==> src/rtl/pe_result_collector_if.sv <==
// Bundle of dispatch, PE-return and result-word signals for the PE result collector.
interface pe_result_collector_if;
  localparam int unsigned NUM_PE = 4;
  localparam int unsigned DATA_W = 4;
  localparam int unsigned ID_W   = 2;
  localparam int unsigned RES_W  = 12;

  logic                       disp_valid;
  logic [ID_W-1:0]            disp_pe;
  logic                       disp_ready;
  logic [NUM_PE-1:0]          pe_valid;
  logic [NUM_PE*DATA_W-1:0]   pe_data;
  logic [NUM_PE-1:0]          pe_ready;
  logic                       res_valid;
  logic [RES_W-1:0]           res_data;
  logic                       res_ready;
  logic                       err_orphan;

  modport slave (
    input  disp_valid, disp_pe, pe_valid, pe_data, res_ready,
    output disp_ready, pe_ready, res_valid, res_data, err_orphan
  );

  modport master (
    output disp_valid, disp_pe, pe_valid, pe_data, res_ready,
    input  disp_ready, pe_ready, res_valid, res_data, err_orphan
  );
endinterface

==> src/rtl/pe_result_collector.sv <==
// Collects per-PE results into one-entry slots and retires them in dispatch order
// as {seq, 2'b00, pe_id, data} words over a valid/ready output.
module pe_result_collector (
  input  logic                  clock,
  input  logic                  reset,
  pe_result_collector_if.slave  bus
);
  localparam int unsigned NUM_PE = 4;
  localparam int unsigned DATA_W = 4;
  localparam int unsigned FIFO_D = 4;
  localparam int unsigned ID_W   = 2;
  localparam int unsigned PTR_W  = 2;
  localparam int unsigned CNT_W  = 3;
  localparam int unsigned SEQ_W  = 4;
  localparam int unsigned RES_W  = 12;

  logic [FIFO_D-1:0][ID_W-1:0]   fifo_q, fifo_d;
  logic [PTR_W-1:0]              rd_ptr_q, rd_ptr_d;
  logic [PTR_W-1:0]              wr_ptr_q, wr_ptr_d;
  logic [CNT_W-1:0]              count_q, count_d;
  logic [NUM_PE-1:0]             slot_full_q, slot_full_d;
  logic [NUM_PE-1:0][DATA_W-1:0] slot_q, slot_d;
  logic [NUM_PE-1:0][CNT_W-1:0]  outst_q, outst_d;
  logic [SEQ_W-1:0]              seq_q, seq_d;
  logic                          res_valid_q, res_valid_d;
  logic [RES_W-1:0]              res_data_q, res_data_d;
  logic                          err_orphan_q, err_orphan_d;

  logic [ID_W-1:0] head;
  logic            push;
  logic            retire;
  logic            inc;
  logic            dec;

  always_ff @(posedge clock or posedge reset) begin
    if (reset) begin
      fifo_q       <= '0;
      rd_ptr_q     <= '0;
      wr_ptr_q     <= '0;
      count_q      <= '0;
      slot_full_q  <= '0;
      slot_q       <= '0;
      outst_q      <= '0;
      seq_q        <= '0;
      res_valid_q  <= 1'b0;
      res_data_q   <= '0;
      err_orphan_q <= 1'b0;
    end else begin
      fifo_q       <= fifo_d;
      rd_ptr_q     <= rd_ptr_d;
      wr_ptr_q     <= wr_ptr_d;
      count_q      <= count_d;
      slot_full_q  <= slot_full_d;
      slot_q       <= slot_d;
      outst_q      <= outst_d;
      seq_q        <= seq_d;
      res_valid_q  <= res_valid_d;
      res_data_q   <= res_data_d;
      err_orphan_q <= err_orphan_d;
    end
  end

  always_comb begin
    fifo_d       = fifo_q;
    rd_ptr_d     = rd_ptr_q;
    wr_ptr_d     = wr_ptr_q;
    count_d      = count_q;
    slot_full_d  = slot_full_q;
    slot_d       = slot_q;
    outst_d      = outst_q;
    seq_d        = seq_q;
    res_valid_d  = res_valid_q;
    res_data_d   = res_data_q;
    err_orphan_d = err_orphan_q;
    inc          = 1'b0;
    dec          = 1'b0;

    head   = fifo_q[rd_ptr_q];
    // Full FIFO refuses a push even if the head pops this cycle.
    push   = bus.disp_valid && (count_q < CNT_W'(FIFO_D));
    retire = (count_q != '0) && slot_full_q[head] && (!res_valid_q || bus.res_ready);

    if (push) begin
      fifo_d[wr_ptr_q] = bus.disp_pe;
      wr_ptr_d         = wr_ptr_q + PTR_W'(1);
    end

    if (retire) begin
      rd_ptr_d    = rd_ptr_q + PTR_W'(1);
      res_valid_d = 1'b1;
      res_data_d  = {seq_q, 2'b00, head, slot_q[head]};
      seq_d       = seq_q + SEQ_W'(1);
    end else if (bus.res_ready) begin
      res_valid_d = 1'b0;
    end

    case ({push, retire})
      2'b10:   count_d = count_q + CNT_W'(1);
      2'b01:   count_d = count_q - CNT_W'(1);
      default: count_d = count_q;
    endcase

    // Slot write needs empty and clear needs full, so the two never collide.
    for (int i = 0; i < NUM_PE; i++) begin
      inc = push && (bus.disp_pe == ID_W'(i));
      dec = retire && (head == ID_W'(i));
      outst_d[i] = outst_q[i] + CNT_W'(inc) - CNT_W'(dec);
      if (bus.pe_valid[i] && !slot_full_q[i]) begin
        if (outst_q[i] != '0) begin
          slot_d[i]      = bus.pe_data[i*DATA_W +: DATA_W];
          slot_full_d[i] = 1'b1;
        end else begin
          err_orphan_d = 1'b1;
        end
      end
      if (dec) begin
        slot_full_d[i] = 1'b0;
      end
    end
  end

  assign bus.disp_ready = (count_q < CNT_W'(FIFO_D));
  assign bus.pe_ready   = ~slot_full_q;
  assign bus.res_valid  = res_valid_q;
  assign bus.res_data   = res_data_q;
  assign bus.err_orphan = err_orphan_q;
endmodule

==> src/flat_wrapper.sv <==
// flat-port wrapper written by rule: the top's interface ports become plain ports
module pe_result_collector_flat 
  (clock, reset, bus_disp_valid, bus_disp_pe, bus_pe_valid, bus_pe_data, bus_res_ready, bus_disp_ready, bus_pe_ready, bus_res_valid, bus_res_data, bus_err_orphan);
  pe_result_collector_if bus_i ();
  input  logic clock;
  input  logic reset;
  input wire logic [$bits(bus_i.disp_valid)-1:0] bus_disp_valid;
  input wire logic [$bits(bus_i.disp_pe)-1:0] bus_disp_pe;
  input wire logic [$bits(bus_i.pe_valid)-1:0] bus_pe_valid;
  input wire logic [$bits(bus_i.pe_data)-1:0] bus_pe_data;
  input wire logic [$bits(bus_i.res_ready)-1:0] bus_res_ready;
  output wire logic [$bits(bus_i.disp_ready)-1:0] bus_disp_ready;
  output wire logic [$bits(bus_i.pe_ready)-1:0] bus_pe_ready;
  output wire logic [$bits(bus_i.res_valid)-1:0] bus_res_valid;
  output wire logic [$bits(bus_i.res_data)-1:0] bus_res_data;
  output wire logic [$bits(bus_i.err_orphan)-1:0] bus_err_orphan;
  assign bus_i.disp_valid = bus_disp_valid;
  assign bus_i.disp_pe = bus_disp_pe;
  assign bus_i.pe_valid = bus_pe_valid;
  assign bus_i.pe_data = bus_pe_data;
  assign bus_i.res_ready = bus_res_ready;
  assign bus_disp_ready = bus_i.disp_ready;
  assign bus_pe_ready = bus_i.pe_ready;
  assign bus_res_valid = bus_i.res_valid;
  assign bus_res_data = bus_i.res_data;
  assign bus_err_orphan = bus_i.err_orphan;
  pe_result_collector u_core (.clock(clock), .reset(reset), .bus(bus_i));
endmodule
==> config.mk <==
export PLATFORM = sky130hd
export DESIGN_NAME = pe_result_collector_flat
export DESIGN_NICKNAME = d
export VERILOG_FILES = /design/src/rtl/pe_result_collector_if.sv /design/src/rtl/pe_result_collector.sv /design/src/flat_wrapper.sv
export SDC_FILE = /design/constraint.sdc
export NUM_CORES = 1
export LEC_CHECK = 0
export CORE_UTILIZATION = 49
export CTS_CLUSTER_DIAMETER = 40
export DETAILED_ROUTE_END_ITERATION = 12
export GPL_ROUTABILITY_DRIVEN = 0
export PLACE_DENSITY = 0.76
export SETUP_SLACK_MARGIN = 0.02
export SLEW_MARGIN = 20
export SYNTH_ARGS = -nofsm -noshare
export SYNTH_HDL_FRONTEND = slang
export SYNTH_SLANG_ARGS = --single-unit
==> constraint.sdc <==
create_clock -name clock -period 3.26 [get_ports clock]
set_input_delay 0.326 -clock clock [delete_from_list [all_inputs] [get_ports clock]]
set_output_delay 0.326 -clock clock [all_outputs]
set_load 0.1 [all_outputs]
After elaboration in Yosys (flattened, before gate mapping)
Index checks and enable logic that the tools add are counted.

word-level totals
  register bits = 63
  input bits = 26
  output and inout bits = 19
  word-level logic and storage cells = 129

cells by class
  $add $sub $neg = 13
  magnitude comparators = 5
  eq/ne operators = 8
  muxes and demuxes = 32
  bitwise gates (word level) = 1
  reductions and logical operators = 47

operator list
  cell                                                                   number
  1-bit 2-to-1 mux                                                       23
  2-bit nonzero test                                                     10
  1-bit logical AND                                                      16
  2-bit AND reduction                                                    8
  3-bit nonzero test                                                     5
  3-bit by 1-bit adder with 3-bit output                                 4
  3-bit by 1-bit subtractor with 3-bit output                            4
  2-bit == test (second input constant)                                  5
  2-bit by 3-bit < comparator with 1-bit output (second input constant)  3
  4-bit binary-select mux with 2-bit select                              1
  8-bit bitwise mux                                                      1
  2-bit by 1-bit == test with 1-bit output (second input constant)       3
  3-bit case mux with 2 select lines                                     1
  1-bit zero test                                                        5
  2-bit by 1-bit adder with 2-bit output (second input constant)         2
  4-bit by 1-bit adder with 4-bit output (second input constant)         1
  2-bit binary-select mux with 2-bit select                              1
  2-bit demux with 2-bit select                                          1
  2-bit zero test                                                        2
  2-bit 2-to-1 mux                                                       2
  4-bit 2-to-1 mux                                                       1
  4-bit NOT                                                              1
  3-bit by 1-bit adder with 3-bit output (second input constant)         1
  3-bit < comparator (second input constant)                             1
  4 further kinds                                                        4

Depth between registers and ports, before layout
Gate-level depths: netlist (run 1).

  depth after elaboration = 9
  mapped depth = 12

Worst setup path before layout (run 1)
Ideal clock, no wire load.

  kind = register -> register
  from = reg u_core.rd_ptr_q[0]
  to = reg u_core.outst_q[2] in the netlist's numbering
  setup time = 0.080 ns
  arrival time = 2.944 ns
  data required time = 3.180 ns
  path slack = 0.236 ns
  stages on the path, launching flop included = 13
  path buffers = 1
  path through = dfrtp_1 > mux4_2 > mux2i_1 > mux2i_4 > nand2_4 > buf_6 > nor3_1 > ha_1 > inv_1 > ha_1 > fa_1 > xnor2_1 > xnor2_1

RTL lines
  item                    RTL line                   source
  start, declared         pe_result_collector.sv:18  logic [PTR_W-1:0] rd_ptr_q, rd_ptr_d;
  start signal, assigned  pe_result_collector.sv:50  rd_ptr_q <= rd_ptr_d;
  end signal, assigned    pe_result_collector.sv:55  outst_q <= outst_d;
  end, declared           pe_result_collector.sv:23  logic [NUM_PE-1:0][CNT_W-1:0] outst_q, outst_d;

==> impl_metrics.env, run 1 <==
export IMPL_outcome="complete, no violations"
export IMPL_fin_setup_tns_ns=0
export IMPL_start_util_pct=51.03
export IMPL_antenna_found_initial=0
export IMPL_relSlewSlack_pct=34.40
export IMPL_syn_avg_cell_area_um2=12.51
export IMPL_setup_viol=0
export IMPL_reg2reg_slack_ns=0.20
export IMPL_drtIter0Drc=116
export IMPL_vias=1865
export IMPL_synth_area_leader_cell="dfrtp_1"
export IMPL_placed_area_um2=3568
export IMPL_tritoncts="done"
export IMPL_layout_min_cycle_time_ns=3.057
export IMPL_seq_area_um2=1577
export IMPL_grt_overflow=0
export IMPL_grt_pass1_wl_um=8928
export IMPL_dp_slack_ns=0.2069
export IMPL_path_clk_slew_ns=0.06
export IMPL_wl_per_cell_um=14.02
export IMPL_clock_sinks=63
export IMPL_clock_latency_ns=0.34
export IMPL_slowest_stage="mux4_2"
export IMPL_die_h_um=80.76
export IMPL_num_rows=28
export IMPL_final_area_um2=3811
export IMPL_postCtsHoldBufs=0
export IMPL_yosysSeqAreaShare_pct=51.87
export IMPL_fin_ws_ns=0.2034
export IMPL_cp_max_fo=6
export IMPL_grt_use_total_pct=18.80
export IMPL_numCtsBuffers=9
export IMPL_fin_crit_sh_pct=93.76
export IMPL_final_nets=341
export IMPL_syn_inst=243
export IMPL_fillers=468
export IMPL_area_growth_pct=25.40
export IMPL_setup_worst_path_start="u_core.rd_ptr_q[0]"
export IMPL_die_w_um=80.76
export IMPL_synthDistinctLibCells=37
export IMPL_reg2reg_from="u_core.rd_ptr_q[0]"
export IMPL_async_reset_ff_share_pct=100.0
export IMPL_dr_pass1_iters=4
export IMPL_wl_um=5270
export IMPL_placement_io_buffers=42
export IMPL_ys_ff_latch=63
export IMPL_grt_max_degree=35
export IMPL_grt_setup_unrepaired="no"
export IMPL_critical_path_class="reg2reg"
export IMPL_drv_cap=0
export IMPL_worstRegToRegCells=11
export IMPL_skew_ns=0.004775
export IMPL_finalHoldViolations=0
export IMPL_start_kind="flip-flop"
export IMPL_drc_errors=0
export IMPL_diodes=0
export IMPL_netlist_area_leader_share_pct=51.87
export IMPL_clockRootBuffer="clkbuf_8"
export IMPL_dp_final_hpwl_um=3910
export IMPL_cpPeakStageDelay_ns=0.61
export IMPL_crit_required_ns=3.52
export IMPL_path_cells="mux4_2, mux2i_1, mux2i_4, nand2_4, nor3_1, ha_1, inv_1, ha_1, fa_1, xnor2_1, xnor2_1"
export IMPL_synth_flop_cell="dfrtp_1"
export IMPL_multi_input_area_um2=1315
export IMPL_ios=45
export IMPL_synth_edff_count=0
export IMPL_cts_buffer_depth=2
export IMPL_crit_end="u_core.outst_q[2]"
export IMPL_vias_per_cell=4.960
export IMPL_crit_path_end_kind="flip-flop"
export IMPL_finalHoldWorstSlack_ns=0.3995
export IMPL_tightest_slew_ns=0.9810
export IMPL_hp_class="in2async"
export IMPL_dieArea_um2=6521
export IMPL_ys_top_cells_by_area="dfrtp_1, mux2_2, ha_1"
export IMPL_drive_gt1_share_pct=17.28
export IMPL_post_cts_repair_setup_buffers=0
export IMPL_synth_area_um2=3039
export IMPL_arrival_ns=3.32
export IMPL_coreArea_um2=5956
export IMPL_r2r_end="u_core.outst_q[2]"
export IMPL_ant_nets=0
export IMPL_max_freq_ghz=0.3272
export IMPL_ys_warnings_count=0
export IMPL_first_global_vias=1908
export IMPL_cts_max_level=3
export IMPL_maxSlewViolCount=0
export IMPL_cts_resized=0
cell type report:
| class | count | share of cell area [%] |
|---|---|---|
| clock buffer | 14 | 4.793 |
| clock inverter | 2 | 1.576 |
| inverter | 30 | 2.955 |
| multi-input combinational | 145 | 34.50 |
| sequential | 63 | 41.37 |
| tap | 75 | 2.462 |
| timing repair buffer | 47 | 12.34 |
worst min-delay path by stage:
stage	slack [ns]	depth (start not counted)	endpoint
floorplan	0.45	1	u_core.seq_q[3]
global placement	0.46	1	u_core.outst_q[8]
detailed placement	0.47	1	u_core.seq_q[3]
CTS	0.41	2	u_core.outst_q[10]
global route	0.46	2	u_core.outst_q[11]
finish	0.40	2	u_core.outst_q[10]
cell usage in the layout, fill, tap and decap left out, types with 4 or more instances in the layout:
master	n
buf_4	4
clkbuf_8	13
clkdlybuf4s50_1	42
dfrtp_1	63
fa_1	5
ha_1	14
inv_1	28
mux2_1	11
mux2_2	25
mux2i_1	7
nand2_1	13
nand3_1	7
nor2_1	9
nor3_1	6
nor3b_1	5
o21ai_0	5
xnor2_1	16
cells by family (layout without fill, tap and decap cells):
| group | Yosys count | after routing | synth area share, % |
|---|---|---|---|
| adder cells (fa/ha/maj) | 19 | 19 | 9.057 |
| other | 1 | 2 | 0.1234 |
| AND/OR/NAND/NOR | 47 | 47 | 7.699 |
| AO/OA/AOI/OAI | 13 | 13 | 3.005 |
| multiplexers | 47 | 47 | 18.36 |
| flip-flops | 63 | 63 | 51.87 |
| XOR/XNOR | 17 | 17 | 4.899 |
| buffers and inverters | 36 | 93 | 4.981 |
synth_stat cells (2+ instances only):
master    count
dfrtp_1      63
inv_1        29
mux2_2       25
xnor2_1      16
ha_1         14
nand2_1      13
mux2_1       11
nor2_1        9
mux2i_1       7
nand3_1       7
nor3_1        6
fa_1          5
nor3b_1       5
o21ai_0       5
and3_1        2
buf_4         2
clkbuf_1      2
mux4_2        2
nand2b_1      2
flip-flops by register name (all words and copies together), names as in the netlist:
register	cells
u_core.rd_ptr_q	2
u_core.bus.err_orphan	1
u_core.fifo_q	8
u_core.slot_full_q	4
u_core.bus.res_data	10
u_core.slot_q	16
u_core.outst_q	12
u_core.count_q	3
u_core.seq_q	4
u_core.wr_ptr_q	2
u_core.bus.res_valid	1
layer usage:
layer | track usage, % | vias up | part of all wire [%]
met5 | 0 | - | 0
met4 | 11.25 | 0 | 2.6
met3 | 4.045 | 12 | 4.0
met2 | 28.31 | 34 | 45
met1 | 25.04 | 905 | 49
li1 | - | 914 | -
worst max-delay path: cells and delay by family (launching register included):
| family | cells | cell delay (ns) |
|---|---|---|
| adders and majority gates | 3 | 0.85 |
| and+or+nand+nor | 2 | 0.18 |
| muxes | 3 | 1.11 |
| xor gates and xnor gates | 2 | 0.35 |
| DFF | 1 | 0.45 |
| buffers and inverters | 1 | 0.04 |
metrics by stage:
stage | instances | util, %
2_1_floorplan | 244 | -
3_3_place_gp | 360 | 59.92
3_5_place_dp | 360 | 59.92
4_1_cts | 376 | 63.99
5_1_grt | 376 | 63.99
6_report | 376 | 63.99
Power of run 1 is left out: the tool's default activity adds up to more than one toggle a clock period on the data nets, which glitch-free logic cannot reach.
==> inputs of run 2 (changes only) <==
--- a/config.mk
+++ b/config.mk
@@ -9,6 +9,7 @@
 export CTS_CLUSTER_DIAMETER = 40
 export DETAILED_ROUTE_END_ITERATION = 12
 export GPL_ROUTABILITY_DRIVEN = 0
+export HOLD_SLACK_MARGIN = 0.12
 export PLACE_DENSITY = 0.76
 export SETUP_SLACK_MARGIN = 0.02
 export SLEW_MARGIN = 20
==> results of run 2 <==
No change in the layout: final DEF, timing and power equal those of run 1.
Power of run 2 is left out for the same reason.
==> inputs of run 3 (changes only) <==
--- a/config.mk
+++ b/config.mk
@@ -8,9 +8,9 @@
 export CORE_UTILIZATION = 49
 export CTS_CLUSTER_DIAMETER = 40
 export DETAILED_ROUTE_END_ITERATION = 12
-export GPL_ROUTABILITY_DRIVEN = 0
 export HOLD_SLACK_MARGIN = 0.12
 export PLACE_DENSITY = 0.76
+export RECOVER_POWER = 50
 export SETUP_SLACK_MARGIN = 0.02
 export SLEW_MARGIN = 20
 export SYNTH_ARGS = -nofsm -noshare
==> run 3 against run 2 <==
Effect of this change:
- die area unchanged
- flip-flop and latch count unchanged
- clock skew about the same
- worst setup slack worse by 0.0039 ns
- count of clock-buffer cells in the layout unchanged
- critical endpoint unchanged
==> impl_metrics.env, run 3 (synthesis results as in run 1) <==
export IMPL_multi_input_area_um2=1315
export IMPL_layoutNonFillerInstCount=376
export IMPL_drive_gt1_share_pct=16.61
export IMPL_hp_class="reg2reg"
export IMPL_ios=45
export IMPL_placement_io_buffers=42
export IMPL_vias_per_cell=4.965
export IMPL_crit_buf_inv=1
export IMPL_cts_resized=0
export IMPL_fin_crit_sh_pct=93.88
export IMPL_coreArea_um2=5956
export IMPL_start_kind="flip-flop"
export IMPL_post_cts_repair_setup_buffers=0
export IMPL_antenna_found_initial=0
export IMPL_layout_commonest_cell="dfrtp_1"
export IMPL_numCtsBuffers=9
export IMPL_fillers=470
export IMPL_drv_cap=0
export IMPL_dp_final_hpwl_um=3910
export IMPL_clockRootBuffer="clkbuf_8"
export IMPL_postCtsHoldBufs=0
export IMPL_layout_min_cycle_time_ns=3.061
export IMPL_wl_um=5254
export IMPL_reg2reg_slack_ns=0.20
export IMPL_area_growth_pct=24.78
export IMPL_critical_path_class="reg2reg"
export IMPL_path_clk_slew_ns=0.06
export IMPL_regMostFlops="u_core.slot_q"
export IMPL_cp_depth=11
export IMPL_diodes=0
export IMPL_setup_worst_path_start="u_core.rd_ptr_q[0]"
export IMPL_finalHoldViolations=0
export IMPL_grt_max_degree=35
export IMPL_dp_slack_ns=0.2069
export IMPL_placed_area_um2=3568
export IMPL_cts_max_level=3
export IMPL_drc_errors=0
export IMPL_max_freq_ghz=0.3267
export IMPL_fin_ws_ns=0.1995
export IMPL_grt_use_total_pct=18.80
export IMPL_skew_ns=0.005168
export IMPL_worstRegToRegCells=11
export IMPL_relSlewSlack_pct=23.77
export IMPL_vias=1867
export IMPL_cpPeakStageDelay_ns=0.61
export IMPL_reg2reg_from="u_core.rd_ptr_q[0]"
export IMPL_path_cells="mux4_2, mux2i_1, mux2i_4, nand2_4, nor3_1, ha_1, inv_1, ha_1, fa_1, xnor2_1, xnor2_1"
export IMPL_maxSlewViolCount=0
export IMPL_tritoncts="done"
export IMPL_wl_per_cell_um=13.97
export IMPL_seq_area_um2=1577
export IMPL_grt_overflow=0
export IMPL_num_rows=28
export IMPL_die_w_um=80.76
export IMPL_fin_setup_tns_ns=0
export IMPL_crit_path_end_kind="flip-flop"
export IMPL_cp_max_fo=6
export IMPL_grt_pass1_wl_um=8928
export IMPL_dieArea_um2=6521
export IMPL_largest_register_ffs=16
export IMPL_final_nets=341
export IMPL_clock_latency_ns=0.34
export IMPL_gp_congestion=0.7649
export IMPL_grt_setup_unrepaired="no"
export IMPL_outcome="complete, no violations"
export IMPL_cts_buffer_depth=2
export IMPL_final_area_um2=3792
export IMPL_tightest_slew_ns=1.142
export IMPL_dr_pass1_iters=4
export IMPL_die_h_um=80.76
export IMPL_final_cell_mix="dfrtp_1, clkdlybuf4s50_1, inv_1"
export IMPL_drtIter0Drc=122
export IMPL_arrival_ns=3.32
export IMPL_clock_sinks=63
export IMPL_setup_viol=0
export IMPL_dp_cells=360
export IMPL_start_util_pct=51.03
export IMPL_first_global_vias=1908
export IMPL_ant_nets=0
export IMPL_crit_required_ns=3.52
export IMPL_r2r_end="u_core.outst_q[2]"
export IMPL_crit_end="u_core.outst_q[2]"
export IMPL_crit_family="multiplexers"
export IMPL_slowest_stage="mux4_2"
## run 3: cell count changes in the layout (fill, tap and decap cells not counted), sizes merged
cell / before / now
clkdlybuf4s50: 42 / 40
buf: 5 / 3
clkbuf: 14 / 16
dlygate4sd3: 0 / 2
## run 3: worst min-delay path by stage
stage	slack, ns	end	cells after the start	startpoint
6_report	0.47	u_core.outst_q[8]	1	u_core.outst_q[8]
5_1_grt	0.50	u_core.seq_q[3]	1	u_core.seq_q[3]
4_1_cts	0.41	u_core.outst_q[10]	2	reset
3_5_place_dp	0.47	u_core.seq_q[3]	1	u_core.seq_q[3]
3_3_place_gp	0.46	u_core.outst_q[8]	1	u_core.outst_q[8]
2_1_floorplan	0.45	u_core.seq_q[3]	1	u_core.seq_q[3]
## run 3: worst register-to-register path, cell delays in order (launching register included)
cell     delay [ns]
dfrtp_1        0.45
mux4_2         0.61
mux2i_1        0.33
mux2i_4        0.17
nand2_4        0.13
nor3_1         0.05
ha_1           0.28
inv_1          0.04
ha_1           0.20
fa_1           0.37
xnor2_1        0.21
xnor2_1        0.14
## run 3: final cells by class
| cell class | instances | area share, % |
|---|---|---|
| tap | 75 | 2.474 |
| inverter | 30 | 2.969 |
| timing repair buffer | 47 | 11.91 |
| clock inverter | 2 | 1.584 |
| sequential | 63 | 41.57 |
| multi-input combinational | 145 | 34.67 |
| clock buffer | 14 | 4.817 |
## run 3: metal layers
layer | wire length [um] | global-route usage [%] | part of all wire, %
met2 | 2351 | 28.31 | 45
met4 | 137 | 11.25 | 2.6
met5 | 0 | 0 | 0
met3 | 259 | 4.045 | 4.9
met1 | 2505 | 25.04 | 48
## run 3: per-stage QoR
step | utilization (%) | hold slack [ns]
after floorplan | - | 0.4457
after global placement | 59.92 | 0.4607
after detailed placement | 59.92 | 0.4679
after CTS | 63.99 | 0.4122
after global routing | 63.68 | 0.5008
final | 63.68 | 0.4719
Power of run 3 is left out for the same reason.
